==> config.mk <==
export PLATFORM = sky130hd
export DESIGN_NAME = pingpong_input_buffer
export DESIGN_NICKNAME = d
export VERILOG_FILES = /design/src/rtl/pingpong_input_buffer_pkg.sv /design/src/rtl/pingpong_input_buffer_bank.sv /design/src/rtl/pingpong_input_buffer.sv
export SDC_FILE = /design/constraint.sdc
export NUM_CORES = 2
export LEC_CHECK = 0
export BUFFER_PORTS_ARGS = -buffer_cell sky130_fd_sc_hd__buf_2
export CAP_MARGIN = 40
export CORE_MARGIN = 2
export CORE_UTILIZATION = 49
export CTS_CLUSTER_DIAMETER = 50
export DETAILED_ROUTE_END_ITERATION = 16
export HOLD_SLACK_MARGIN = 0.06
export SYNTH_ARGS = -nofsm -noshare
export SYNTH_HDL_FRONTEND = slang
export SYNTH_SLANG_ARGS = --single-unit
==> constraint.sdc <==
create_clock -name clk -period 4.3 [get_ports clk]
set_input_delay 0.215 -clock clk [delete_from_list [all_inputs] [get_ports clk]]
set_output_delay 0.215 -clock clk [all_outputs]
set_load 0.01 [all_outputs]
==> src/rtl/pingpong_input_buffer_pkg.sv <==
// ============================================================================
// input_buffer_pkg : shared types and helpers for the ping-pong input buffer
// Revision: 1.0
// ============================================================================
`default_nettype none

package input_buffer_pkg;

  typedef enum logic [1:0] {
    BANK_EMPTY   = 2'd0,
    BANK_FILLING = 2'd1,
    BANK_FULL    = 2'd2
  } bank_state_t;

  localparam int NUM_BANKS = 2;

  // A zero or oversized fill request means "fill the whole bank".
  function automatic int clamp_len(input int len, input int depth);
    return ((len == 0) || (len > depth)) ? depth : len;
  endfunction

endpackage

`default_nettype wire

==> src/rtl/pingpong_input_buffer_bank.sv <==
// ============================================================================
// buffer_bank : simple dual-port RAM, synchronous write, registered read
// Revision: 1.0
// ============================================================================
`default_nettype none

module buffer_bank #(
  parameter int DATA_W = 16,
  parameter int DEPTH  = 64,
  parameter int ADDR_W = $clog2(DEPTH)
) (
  input  logic                     clk,
  input  logic                     i_wr_en,
  input  logic [ADDR_W-1:0]        i_wr_addr,
  input  logic signed [DATA_W-1:0] i_wr_data,
  input  logic                     i_rd_en,
  input  logic [ADDR_W-1:0]        i_rd_addr,
  output logic signed [DATA_W-1:0] o_rd_data
);

  logic signed [DATA_W-1:0] r_mem [DEPTH];
  logic signed [DATA_W-1:0] r_rd_data;

  always_ff @(posedge clk) begin
    if (i_wr_en) r_mem[i_wr_addr] <= i_wr_data;
    if (i_rd_en) r_rd_data <= r_mem[i_rd_addr];
  end

  assign o_rd_data = r_rd_data;

endmodule

`default_nettype wire

==> src/rtl/pingpong_input_buffer.sv <==
// ============================================================================
// pingpong_input_buffer : two-bank input buffer, producer fills one bank while
// the consumer randomly reads the other.  Revision: 1.0
// ============================================================================
`default_nettype none

module pingpong_input_buffer
  import input_buffer_pkg::*;
#(
  parameter int  BUFFER_DATA_WIDTH = 16,
  parameter int  DEPTH             = 64,
  localparam int BUF_ADDR_W        = $clog2(DEPTH)
) (
  input  logic                                clk,
  input  logic                                rst,
  input  logic [BUF_ADDR_W:0]                 fill_len,
  input  logic                                wr_valid,
  output logic                                wr_ready,
  input  logic signed [BUFFER_DATA_WIDTH-1:0] wr_data,
  output logic                                bank_filled,
  output logic                                rd_bank_ready,
  output logic [BUF_ADDR_W:0]                 rd_len,
  input  logic                                rd_en,
  input  logic [BUF_ADDR_W-1:0]               rd_addr,
  output logic signed [BUFFER_DATA_WIDTH-1:0] rd_data,
  output logic                                rd_valid,
  input  logic                                rd_release,
  output logic                                rd_err
);

  localparam int LEN_W = BUF_ADDR_W + 1;

  bank_state_t                     r_state   [NUM_BANKS];
  logic [LEN_W-1:0]                r_len     [NUM_BANKS];
  logic [LEN_W-1:0]                r_cur_len;
  logic [BUF_ADDR_W-1:0]           r_wr_ptr;
  logic                            r_wr_bank;
  logic                            r_rd_bank;
  logic                            r_wr_ready;
  logic                            r_rd_bank_ready;
  logic [LEN_W-1:0]                r_rd_len;
  logic                            r_bank_filled;
  logic                            r_rd_valid;
  logic                            r_rd_err;
  logic                            r_rd_sel;
  logic signed [BUFFER_DATA_WIDTH-1:0] r_rd_hold;

  bank_state_t                     w_state_n [NUM_BANKS];
  logic [LEN_W-1:0]                w_len_n   [NUM_BANKS];
  logic [LEN_W-1:0]                w_cur_len_n;
  logic [BUF_ADDR_W-1:0]           w_wr_ptr_n;
  logic                            w_wr_bank_n;
  logic                            w_rd_bank_n;
  logic [LEN_W-1:0]                w_len_clamp;
  logic [LEN_W-1:0]                w_len_eff;
  logic                            w_wr_acc;
  logic                            w_wr_last;
  logic                            w_rd_acc;
  logic                            w_release;
  logic signed [BUFFER_DATA_WIDTH-1:0] w_bank_q [NUM_BANKS];

  always_comb begin : p_handshake
    w_len_clamp = LEN_W'(clamp_len(int'(fill_len), DEPTH));
    // The first word of a bank uses the freshly sampled length.
    w_len_eff   = (r_state[r_wr_bank] == BANK_EMPTY) ? w_len_clamp : r_cur_len;
    w_wr_acc    = wr_valid & r_wr_ready;
    w_wr_last   = ({1'b0, r_wr_ptr} == (w_len_eff - LEN_W'(1)));
    w_rd_acc    = rd_en & r_rd_bank_ready & ({1'b0, rd_addr} < r_rd_len);
    w_release   = rd_release & r_rd_bank_ready;
  end

  always_comb begin : p_next
    w_state_n   = r_state;
    w_len_n     = r_len;
    w_cur_len_n = r_cur_len;
    w_wr_ptr_n  = r_wr_ptr;
    w_wr_bank_n = r_wr_bank;
    w_rd_bank_n = r_rd_bank;
    if (w_wr_acc) begin
      w_cur_len_n = w_len_eff;
      if (w_wr_last) begin
        w_state_n[r_wr_bank] = BANK_FULL;
        w_len_n[r_wr_bank]   = w_len_eff;
        w_wr_ptr_n           = '0;
        w_wr_bank_n          = ~r_wr_bank;
      end else begin
        w_state_n[r_wr_bank] = BANK_FILLING;
        w_wr_ptr_n           = r_wr_ptr + BUF_ADDR_W'(1);
      end
    end
    // A release only ever targets a FULL bank, never the one being written.
    if (w_release) begin
      w_state_n[r_rd_bank] = BANK_EMPTY;
      w_rd_bank_n          = ~r_rd_bank;
    end
  end

  always_ff @(posedge clk or posedge rst) begin : p_state
    if (rst) begin
      for (int i = 0; i < NUM_BANKS; i++) begin
        r_state[i] <= BANK_EMPTY;
        r_len[i]   <= '0;
      end
      r_cur_len       <= '0;
      r_wr_ptr        <= '0;
      r_wr_bank       <= 1'b0;
      r_rd_bank       <= 1'b0;
      r_wr_ready      <= 1'b0;
      r_rd_bank_ready <= 1'b0;
      r_rd_len        <= '0;
      r_bank_filled   <= 1'b0;
      r_rd_valid      <= 1'b0;
      r_rd_err        <= 1'b0;
      r_rd_sel        <= 1'b0;
      r_rd_hold       <= '0;
    end else begin
      r_state         <= w_state_n;
      r_len           <= w_len_n;
      r_cur_len       <= w_cur_len_n;
      r_wr_ptr        <= w_wr_ptr_n;
      r_wr_bank       <= w_wr_bank_n;
      r_rd_bank       <= w_rd_bank_n;
      r_wr_ready      <= (w_state_n[w_wr_bank_n] != BANK_FULL);
      r_rd_bank_ready <= (w_state_n[w_rd_bank_n] == BANK_FULL);
      r_rd_len        <= (w_state_n[w_rd_bank_n] == BANK_FULL) ? w_len_n[w_rd_bank_n] : '0;
      r_bank_filled   <= w_wr_acc & w_wr_last;
      r_rd_valid      <= w_rd_acc;
      r_rd_err        <= rd_en & ~w_rd_acc;
      r_rd_hold       <= rd_data;
      if (w_rd_acc) r_rd_sel <= r_rd_bank;
    end
  end

  always_comb begin : p_outputs
    wr_ready      = r_wr_ready;
    bank_filled   = r_bank_filled;
    rd_bank_ready = r_rd_bank_ready;
    rd_len        = r_rd_len;
    rd_valid      = r_rd_valid;
    rd_err        = r_rd_err;
    rd_data       = r_rd_valid ? w_bank_q[r_rd_sel] : r_rd_hold;
  end

  generate
    for (genvar gi = 0; gi < NUM_BANKS; gi++) begin : g_bank
      buffer_bank #(
        .DATA_W (BUFFER_DATA_WIDTH),
        .DEPTH  (DEPTH),
        .ADDR_W (BUF_ADDR_W)
      ) u_bank (
        .clk       (clk),
        .i_wr_en   (w_wr_acc & (r_wr_bank == 1'(gi))),
        .i_wr_addr (r_wr_ptr),
        .i_wr_data (wr_data),
        .i_rd_en   (w_rd_acc & (r_rd_bank == 1'(gi))),
        .i_rd_addr (rd_addr),
        .o_rd_data (w_bank_q[gi])
      );
    end
  endgenerate

endmodule

`default_nettype wire

==> metrics.yaml <==
p_per_area_nw_per_um2: 491
fin_crit_ns: 3.89
wl_um: 198000
avgSynthCellArea_um2: 23.6
met1_usage_pct: 32.0
r2r_slack_ns: 0.41
htreeDepth: 4
die_w_um: 414
ios: 62
endpoint_kind: "flip-flop"
p_leak_nw: 29.7
cts_buffer_depth: 3
rsz0062_at_grt: "no"
ys_seq_area_share_pct: 77.6
cts.sinks: 2142
final_util_pct: 56.3
grt_util_met3_pct: 3.65
required_ns: 4.98
ys_types: 61
ys_ff_latch: 2142
first_pass_iters: 5
tns_ns: 0
drt-wirelength-per-cell_um: 31.9
synth-edff-count: 2080
overflow: 0
post_cts_buffers: 0
final_common_cell: "edfxtp_1"
layout_setup_ws_ns: 0.408
clock_latency_ns: 0.84
fmax_mhz: 257
cp-start-kind: "flip-flop"
busiest_layer: "met2"
fillers: 12000
worst_ep_arrival_time_ns: 4.57
status: "completed"
die_area_um2: 172000
place_congestion: 0.828
use_met2_pct: 39.3
portBuffers: 61
rows: 150
place_hpwl_um: 119000
vias_per_cell: 6.13
hp-class: "in -> reg"
cts_tree: "built"
yosysWarnings: 0
multi_input_area_um2: 17600
areaGrowthSynthToFinish_pct: 14.3
grt_usage_pct: 23.4
synthArstFlopShare_pct: 2.89
ff_latch_area_um2: 64000
grt_pass1_vias: 39100
relSlewSlack_pct: 37.4
synth_cells: 3493
nNetsFinal: 3865
drc: 0
final_cell_mix: "edfxtp_1, mux4_2, clkbuf_16, buf_4, nor2_1"
syn_nets: 3534
initial_utilization_pct: 49.3
drive_gt1_share_pct: 32.4
critPathKind: "reg -> reg"
grt_pass1_wl_um: 285000
peakVddDrop_mv: 0.485
grt_max_degree: 96
initialDrtViolationCount: 4129
antenna_found_initial: 5
pre_cts_ws_ns: 0.488
holdWs_ns: 0.194
cts-resized-gates: 0
cts-root-buf: "clkbuf_16"
cts_buffers: 213
min_period_over_period_pct: 90.5
max_cap_violations: 0
tightestPinTransition_ns: 0.939
synth_area_um2: 82400
vias: 38100
die_h_um: 414
core_um2: 167000
skew_ns: 0.0253
final_hold_viol_count: 0
cp_max_fo: 20
p_total_w: 0.0462
clk_pin_slew_ns: 0.06
setup_viol: 0
slew_violations: 0
drtAntennaViolNets: 0
ys.flop_type: "edfxtp_1"
==> layout make-up <==
class	instances	area share, %
Clock inverter	135	1.50
Inverter	13	0.0518
Antenna cell	1	0.00266
Clock buffer	262	5.94
Tap cell	2204	2.93
Sequential cell	2142	67.9
Timing Repair Buffer	314	2.92
Multi-Input combinational cell	1140	18.7
==> Yosys cell counts (8+ instances only) <==
cell,count,share of area (%)
a211oi_1,13,0.12
nand3_1,18,0.11
a21oi_1,47,0.29
or2_2,9,0.068
o21ai_0,37,0.22
or3_1,9,0.068
nor2_1,167,0.76
buf_2,10,0.061
dfrtp_1,62,1.9
mux2_2,8,0.11
inv_1,11,0.050
nand2_1,50,0.23
clkbuf_1,134,0.61
buf_1,52,0.24
edfxtp_1,2080,76
mux2i_1,25,0.30
mux4_2,665,18
nor3_1,11,0.067
==> stage by stage <==
step | area [um^2] | instances
6_report | 94200 | 6211
3_3_place_gp | 86700 | 5778
3_5_place_dp | 86800 | 5782
4_1_cts | 94100 | 6205
5_1_grt | 94200 | 6210
2_1_floorplan | 82400 | 3493
==> metal layers <==
| metal | vias to the layer above | part of all wire, % |
|---|---|---|
| met2 | 1355 | 51 |
| met4 | 0 | 2.7 |
| li1 | 15600 | - |
| met1 | 20800 | 40 |
| met5 | - | 0 |
| met3 | 284 | 6.1 |
==> cells by family (layout without fill, tap and decap cells) <==
| family | Yosys count | count (layout) | synth area share, % |
|---|---|---|---|
| xor+xnor | 6 | 6 | 0.0637 |
| flops | 2142 | 2142 | 77.6 |
| compound gates | 132 | 132 | 1.02 |
| other cells | 0 | 1 | 0 |
| buf+inv | 211 | 724 | 0.994 |
| simple gates | 297 | 297 | 1.60 |
| fa+ha+maj | 7 | 7 | 0.106 |
| mux | 698 | 698 | 18.6 |
==> repair_timing <==
item | in CTS | in global routing
hold buffers | 26 | 1
setup endpoints to repair | 0 | 0
endpoints found under the hold margin | 796 | 80
==> critical path, cell delays in order (launching register included) <==
cell and delay (ns):
dfrtp_1 0.46, nor3_1 0.44, nor2_1 0.22, nor3b_1 0.25
a21oi_1 0.10, ha_1 0.24, o311a_1 0.15, nor4b_1 0.38
a211oi_2 0.10, nor3_2 0.23, nand2_2 0.12, inv_2 0.31
nand2_1 0.39, o2bb2ai_1 0.25, a211oi_1 0.10
==> report_power, final <==
part           switching [W]  internal, W  leakage, nW  total (W)
Sequential          0.000330       0.0234         19.5     0.0238
Clock                0.00782       0.0106         3.39     0.0185
Combinational        0.00249      0.00150         6.82    0.00399
==> worst paths after layout <==
check,from,endpoint,cells past startpoint
setup reg to reg,r_wr_bank,rd_len[6],14
hold / removal,fill_len[1],r_len[8],5
min in group asynchronous,rst,r_rd_hold[4],4
setup / recovery,r_wr_bank,rd_len[6],14
hold reg to reg,r_len[6],r_len[6],2
max in group asynchronous,rst,r_wr_ptr[2],5
==> flip-flops by register name, indices dropped and copies added, names as in the netlist <==
register                 count
r_len                       14
r_wr_bank                    1
rd_bank_ready                1
r_state                      4
r_rd_bank                    1
rd_err                       1
wr_ready                     1
g_bank.u_bank.r_mem       2048
rd_valid                     1
r_wr_ptr                     6
g_bank.u_bank.o_rd_data     32
r_rd_hold                   16
r_cur_len                    7
r_rd_sel                     1
rd_len                       7
bank_filled                  1
(Power assumes the default switching activity.)
